**src/rtl/num_entry.sv**
```systemverilog
// Decimal number entry: edit digits with inc/next pulses, convert to binary, hand to core.
// Define NUM_ENTRY_AUTOCLR_EN to clear the digits when the core reports completion.
module num_entry #(
    parameter int NDIGITS = 4,
    parameter int VAL_W   = 14,
    parameter int POS_W   = 2
) (
    input  logic                   CLK,
    input  logic                   RST,
    input  logic [1:0]             BIN,
    input  logic                   ACK,
    input  logic                   RES_DONE,
    output logic [4*NDIGITS-1:0]   DIGITS,
    output logic [POS_W-1:0]       CUR_POS,
    output logic [VAL_W-1:0]       VALUE,
    output logic                   REQ,
    output logic                   BUSY
);

    typedef enum logic [1:0] {
        S_EDIT,
        S_CONVERT,
        S_SEND,
        S_WAIT
    } state_t;

    localparam logic [POS_W-1:0] LAST = POS_W'(NDIGITS - 1);

    state_t             state_q, state_d;
    logic [3:0]         dig_q [NDIGITS];
    logic [3:0]         dig_d [NDIGITS];
    logic [POS_W-1:0]   pos_q, pos_d;
    logic [POS_W-1:0]   idx_q, idx_d;
    logic [VAL_W-1:0]   acc_q, acc_d;
    logic [VAL_W-1:0]   value_q, value_d;
    logic               req_q, req_d;
    logic               busy_q, busy_d;
    logic [3:0]         conv_dig;
    logic [VAL_W-1:0]   acc10;

    always_comb begin
        conv_dig = '0;
        for (int i = 0; i < NDIGITS; i++) begin
            if (POS_W'(i) == idx_q) conv_dig = dig_q[i];
        end
    end

    // acc*10 without a multiplier
    assign acc10 = (acc_q << 3) + (acc_q << 1);

    always_comb begin
        state_d = state_q;
        dig_d   = dig_q;
        pos_d   = pos_q;
        idx_d   = idx_q;
        acc_d   = acc_q;
        value_d = value_q;
        req_d   = req_q;
        unique case (state_q)
            S_EDIT: begin
                if (BIN[0]) begin
                    for (int i = 0; i < NDIGITS; i++) begin
                        if (POS_W'(i) == pos_q)
                            dig_d[i] = (dig_q[i] == 4'd9) ? 4'd0 : dig_q[i] + 4'd1;
                    end
                end else if (BIN[1]) begin
                    if (pos_q == LAST) begin
                        state_d = S_CONVERT;
                        acc_d   = '0;
                        idx_d   = '0;
                    end else begin
                        pos_d = pos_q + 1'b1;
                    end
                end
            end
            S_CONVERT: begin
                acc_d = acc10 + VAL_W'(conv_dig);
                idx_d = idx_q + 1'b1;
                if (idx_q == LAST) begin
                    value_d = acc_d;
                    req_d   = 1'b1;
                    state_d = S_SEND;
                end
            end
            S_SEND: begin
                if (ACK) begin
                    req_d   = 1'b0;
                    state_d = S_WAIT;
                end
            end
            S_WAIT: begin
                if (RES_DONE) begin
                    pos_d   = '0;
                    state_d = S_EDIT;
`ifdef NUM_ENTRY_AUTOCLR_EN
                    for (int i = 0; i < NDIGITS; i++) dig_d[i] = '0;
`endif
                end
            end
            default: state_d = S_EDIT;
        endcase
        busy_d = (state_d != S_EDIT);
    end

    always_ff @(posedge CLK or posedge RST) begin
        if (RST) begin
            state_q <= S_EDIT;
            for (int i = 0; i < NDIGITS; i++) dig_q[i] <= '0;
            pos_q   <= '0;
            idx_q   <= '0;
            acc_q   <= '0;
            value_q <= '0;
            req_q   <= 1'b0;
            busy_q  <= 1'b0;
        end else begin
            state_q <= state_d;
            dig_q   <= dig_d;
            pos_q   <= pos_d;
            idx_q   <= idx_d;
            acc_q   <= acc_d;
            value_q <= value_d;
            req_q   <= req_d;
            busy_q  <= busy_d;
        end
    end

    always_comb begin
        DIGITS = '0;
        for (int i = 0; i < NDIGITS; i++)
            DIGITS[4*(NDIGITS-1-i) +: 4] = dig_q[i];
    end

    assign CUR_POS = pos_q;
    assign VALUE   = value_q;
    assign REQ     = req_q;
    assign BUSY    = busy_q;

endmodule

```
**config.mk**
```make
export PLATFORM = sky130hd
export DESIGN_NAME = num_entry
export DESIGN_NICKNAME = d
export VERILOG_FILES = /design/src/rtl/num_entry.sv
export SDC_FILE = /design/constraint.sdc
export NUM_CORES = 1
export LEC_CHECK = 0
export ABC_AREA = 0
export ABC_CLOCK_PERIOD_IN_PS = 3100
export CAP_MARGIN = 20
export CORE_MARGIN = 2
export CORE_UTILIZATION = 30
export CTS_BUF_LIST = sky130_fd_sc_hd__clkbuf_16
export CTS_CLUSTER_DIAMETER = 200
export DETAILED_ROUTE_END_ITERATION = 6
export DONT_BUFFER_PORTS = 1
export PLACE_DENSITY = 0.46
export SETUP_SLACK_MARGIN = 0.5
export SLEW_MARGIN = 20
export SYNTH_ARGS = -nofsm -noshare
export SYNTH_HDL_FRONTEND = slang
export SYNTH_SLANG_ARGS = --single-unit
```
**constraint.sdc**
```tcl
create_clock -name CLK -period 3.1 [get_ports CLK]
set_input_delay 0.31 -clock CLK [delete_from_list [all_inputs] [get_ports CLK]]
set_output_delay 0.31 -clock CLK [all_outputs]
set_load 0.01 [all_outputs]
```
# Word level (Yosys, flattened, before mapping)
# Cells that the tools add are included.
op_classes:
  add_sub_neg: 8
  mul: 0
  div_mod_pow: 0
  n_lt_le_gt_ge: 0
  eq_ne: 22
  shifts: 0
  muxes: 31
  bitwise: 0
  reduce_logical: 15
op_table:
  columns: ["cell", "n"]
  rows:
  - ["$mux W13", 3]
  - ["$mux W4", 8]
  - ["$mux W2", 13]
  - ["$pmux W13 S2", 1]
  - ["$add A4 B1 Y4 const B", 4]
  - ["$eq A4 B4 Y1 const B", 4]
  - ["$reduce_and A3 Y1", 5]
  - ["$add A14 B14 Y14", 1]
  - ["$add A14 B4 Y14", 1]
  - ["$ne A2 B2 Y1 const B", 7]
  - ["$eq A2 B2 Y1 const A", 4]
  - ["$eq A2 B2 Y1 const B", 4]
  - ["$pmux W2 S2", 2]
  - ["$pmux W2 S4", 1]
  - ["$reduce_bool A2 Y1", 4]
  - ["$logic_not A2 Y1", 3]
  - ["$reduce_and A5 Y1", 1]
  - ["$add A2 B1 Y2 const B", 2]
  - ["$eq A1 B2 Y1 const A", 2]
  - ["$reduce_and A4 Y1", 1]
  - ["$eq A2 B1 Y1 const B", 1]
  - ["$mux W1", 2]
  - ["$pmux W1 S2", 1]
  - ["$reduce_and A2 Y1", 1]
totals:
  regBits: 51
  latch_bits: 0
  ramBits: 0
  mem_bits_ro: 0
  in_bits: 6
  output_inout_bits: 34
  word_cells: 87
  memories: 0

# Longest topological paths before layout
depth:
  depth_word: 7
  ltp_mapped: 16
  ltp_nobuf: 16

# Worst setup path before layout
# Ideal clock, no wire load.
synth_path:
  path_kind: "reg2reg"
  from: "register idx_q[1]"
  to: "register acc_q[12]"
  setup_time_ps: 122
  t_arrival_ps: 3008
  required_time_ps: 2978
  path_slack_ps: -29
  stages_incl_launch_ff: 14
  path_buffers: 0
  period_less_slack_ps: 3129
  path_cell_list: "dfrtp_1 -> inv_1 -> ha_1 -> nor2_1 -> a221oi_1 -> a211oi_1 -> a21oi_1 -> fa_1 -> fa_1 -> nor2b_1 -> o211ai_2 -> a211oi_1 -> o21ai_0 -> a32o_1"
synth_via:
  elab_chain_cells: 7
  elab_cells_between_ends: 10
  classes_between: "add/sub: 1; eq/ne: 3; mux: 5; reduce/logical: 1"
synth_rtl:
  columns: ["item", "line", "rtl"]
  rows:
  - ["start, declared", "33", "logic [POS_W-1:0] idx_q, idx_d;"]
  - ["start signal, assigned", "119", "idx_q <= idx_d;"]
  - ["$logic_not A2 Y1", "44", "if (POS_W'(i) == idx_q) conv_dig = dig_q[i];"]
  - ["$mux W4 (3 in a row)", "44", null]
  - ["$mux W4 (*)", "44", null]
  - ["$add A14 B4 Y14 (*)", "77", "acc_d = acc10 + VAL_W'(conv_dig);"]
  - ["$pmux W13 S2 (*)", "59", "unique case (state_q)"]
  - ["end signal, assigned", "111", "acc_q <= '0;"]
  - ["end signal, assigned", "120", "acc_q <= acc_d;"]
  - ["end, declared", "34", "logic [VAL_W-1:0] acc_q, acc_d;"]
# Every way passes the cells marked *; elsewhere a longest branch is shown, timed or not.
# A chain may end at the register's enable or synchronous reset.

# Worst setup path after layout
layout_path:
  from: "register idx_q[0]"
  to: "register acc_q[12]"
# The elaborated chain is that of the path after synthesis.

==> summary.txt <==
Run status
  • Status: finished clean

CTS
  • Hold buffers post-CTS: 0
  • Htree depth: 2
  • CTS tree: yes
  • Clk root buf: clkbuf_16
  • Number of buffers created by CTS: 5
  • Worst-Skew Late Latency: about 0.29 ns
  • CTS Sinks: 51
  • CTS clk-pin slew, worst paths: roughly 0.070 ns
  • CTS max path bufs: 2

Cells and area
  • Antenna diodes: 0
  • Area growth, synth to finish: 20.6%
  • Fillers: ~1,000
  • Multi-input gate area: 1890 µm²
  • Post-route cell area: roughly 3800 µm²
  • FF/Latch Area: about 1300 µm²
  • Fin nets: 376
  • Layout cell share with drive strength beyond 1: 0.212

Power and ir drop
  • Clk network pwr share: 0.166
  • Int Pwr: 2.43 mW
  • Leak pwr: 1.64 nW
  • Sw Pwr: between 1.5 and 2 mW
  • IR drop worst, VDD: between 400 and 500 µV
  • Seq pwr share: 0.303
  • Switching Fraction: 0.442
  • Combinational fraction of design power: 0.532
  • Pwr Density: approximately 1200 nW/µm²

Synth
  • Most frequent cells after synthesis: 51 x dfrtp_1, 39 x nand2_1, 31 x o21ai_0, 30 x ha_1, 26 x inv_1
  • Flops & latches, synth: roughly 50
  • Syn Nets: around 370
  • Share of the synthesized area in the top cell type: 0.410
  • Async S/R FF share, synth: 1.00
  • Most frequent cell after synthesis: dfrtp_1
  • Number of flops mapped to enable cells by yosys: 0
  • Post-synth top area cell: dfrtp_1
  • Synth warnings: 0
  • Mapped Area: approximately 3100 µm²
  • Synth area leaders: dfrtp_1 41%, ha_1 12%, o21ai_0 5.0%, nand2_1 4.7%, inv_1 3.1%
  • Mean Syn Cell Area: roughly 9.5 µm²
  • Synth Flop Type: dfrtp_1
  • Yosys cell types: 51
  • Synthesized instance count: between 300 and 400
  • Share of the yosys chip area belonging to registers: 0.410

Floorplanning
  • Die area: between 10,000 and 15,000 µm²
  • IO Pins: 40
  • Chip width: about 110 µm
  • Initial core utilization: 0.306
  • Core footprint: a little over 10,000 µm²
  • Core Rows: 37
  • Die Y-Extent: 106 µm

Timing
  • Final setup TNS: 0 ns
  • Fin crit share: 0.972
  • FMAX: approximately 0.33 GHz
  • Final min period: 3.01 ns
  • Setup ws final: 0.0865 ns
  • Worst Tran Pin Value: 0.732 ns
  • Max_slew headroom: 0.511
  • Fin. max-slew vios: 0
  • Min Hold Slack: 0.0110 ns
  • Final Setup Violations: 0
  • RSZ-0062 raised after global routing: true
  • Layout Skew: 0.00761 ns
  • Hold Fails Final Rpt: 0

Drt
  • DR vias: approximately 2,400
  • Overall routed net length: about 7700 µm
  • Drt pass-1 iters: 5
  • Routed length per instance: roughly 16 µm
  • Avg Vias per Cell: between 5 and 6
  • Final ANT Viol Nets: 0
  • Starting DRT DRC Count: a little under 90
  • Residual DRC: 0

Placement
  • Gpl congestion: between 0.7 and 0.8
  • DP HPWL: around 5600 µm
  • DP Worst Slack: -0.0498 ns
  • I/O Buffers: 0
  • Placed inst area: 3390 µm²

Worst setup path
  • CP Class: reg2reg
  • Slowest stage cell on the critical path: fa_1
  • CP required: between 3 and 4 ns
  • CP max stage delay: between 0.4 and 0.5 ns
  • Arrival time at the worst endpoint: between 3 and 4 ns
  • Critical Path End Type: flip-flop
  • Worst Setup Start Kind: flip-flop
  • CP max FO: 5
  • Critical path, cell by cell: inv_2 > buf_4 > ha_4 > a221oi_2 > a211oi_2 > a21oi_2 > fa_1 > fa_2 > nor2b_4 > o211ai_4 > a211oi_2 > o21ai_1 > a32o_1
  • Most used cell, CP: a211oi_2

Global routing
  • Largest net degree at the start of global routing: 32
  • Global Route Usage Sum: 0.143
  • Initial antenna violation count: 0
  • First-pass GRT wire length: 12,800 µm
  • Global route total overflow: 0
  • Vias in the first global route: between 2,000 and 2,500

Min path
  • Worst hold path type: in2async

Flow run
  • Max-cap violations: 0
[cells in the final DEF (no fill, tap or decap), drive strengths merged, types with 6 or more instances in the layout]
| master | netlist | routed |
|---|---|---|
| nand3 | 13 | 13 |
| buf | 7 | 17 |
| nor2b | 6 | 6 |
| nand2 | 39 | 39 |
| nand4 | 6 | 6 |
| dfrtp | 51 | 51 |
| a21oi | 18 | 18 |
| mux2 | 8 | 8 |
| ha | 30 | 30 |
| o21ai | 31 | 31 |
| xnor2 | 10 | 10 |
| nor2 | 11 | 11 |
| inv | 27 | 28 |
[power by group through the flow]
stage / combinational [mW] / sequential [mW] / clock [mW]
after detailed placement: 2.05 / 1.33 / 0
final: 2.31 / 1.32 / 0.720
after global placement: 2.02 / 1.33 / 0
after global routing: 2.57 / 1.37 / 0.765
after CTS: 2.14 / 1.32 / 0.747
after floorplan: 1.60 / 1.24 / 0
[registers in the layout, indices dropped and copies added, names as in the netlist]
signal,count
DIGITS,16
CUR_POS,2
REQ,1
idx_q,2
state_q,2
BUSY,1
VALUE,14
acc_q,13
[worst max-delay path, delay by kind of cell, from the launching register on]
kind                     cells  cell delay (ns)
AO/OA/AOI/OAI                7             1.10
buffers and inverters        2             0.22
flip-flops                   1             0.42
adder cells (fa/ha/maj)      3             1.02
AND/OR/NAND/NOR              1             0.15
[per-layer routing]
layer / track usage / vias up / part of all wire
met5: 0 / - / 0
met4: 0.0338 / 0 / 0.010
met3: 0.0334 / 7 / 0.040
met2: 0.222 / 38 / 0.46
met1: 0.200 / 1205 / 0.49
li1: - / 1176 / -
[metrics by stage]
step	std cells	util	power (mW)
after detailed placement	462	0.333	3.38
after global routing	475	0.369	4.71
final	475	0.369	4.35
after CTS	473	0.359	4.21
after floorplan	327	-	2.84
after global placement	462	0.333	3.35
[logic make-up (layout without fill, tap and decap cells)]
| kind of cell | Yosys count | in the layout | share of synthesized area |
|---|---|---|---|
| AO/OA/AOI/OAI | 85 | 85 | 0.178 |
| multiplexers | 12 | 12 | 0.0418 |
| flip-flops | 51 | 51 | 0.410 |
| XOR/XNOR | 14 | 14 | 0.0394 |
| AND/OR/NAND/NOR | 93 | 93 | 0.145 |
| adder cells (fa/ha/maj) | 32 | 32 | 0.133 |
| buffers and inverters | 40 | 52 | 0.0522 |
[path summary, 6_finish.rpt]
kind | slack, ns | cells past startpoint | endpoint | from
worst max-delay path | 0.09 | 13 | acc_q[12] | idx_q[0]
worst min-delay path | 0.01 | 1 | BUSY | RST
worst max register to register | 0.09 | 13 | acc_q[12] | idx_q[0]
worst min register to register | 0.52 | 2 | acc_q[11] | acc_q[11]
max in group asynchronous | 2.31 | 2 | acc_q[3] | RST
min in group CLK | 0.23 | 3 | REQ | ACK
[repair_timing]
action                                  4_1_cts  5_1_grt
hold endpoints to repair                      0        0
endpoints found under the setup margin       19       19
gates resized for setup                      17       19
pin swaps                                    18        7
setup buffers                                 3        2
[area by class of cell]
cell class              count  area share
multi-input cells         236       0.502
well taps                 136      0.0453
clock buffers               5      0.0333
flip-flops and latches     51       0.340
clock inverters             3      0.0170
inverters                  27      0.0270
repair buffers             17      0.0350
Power figures use the tool's default switching activity.
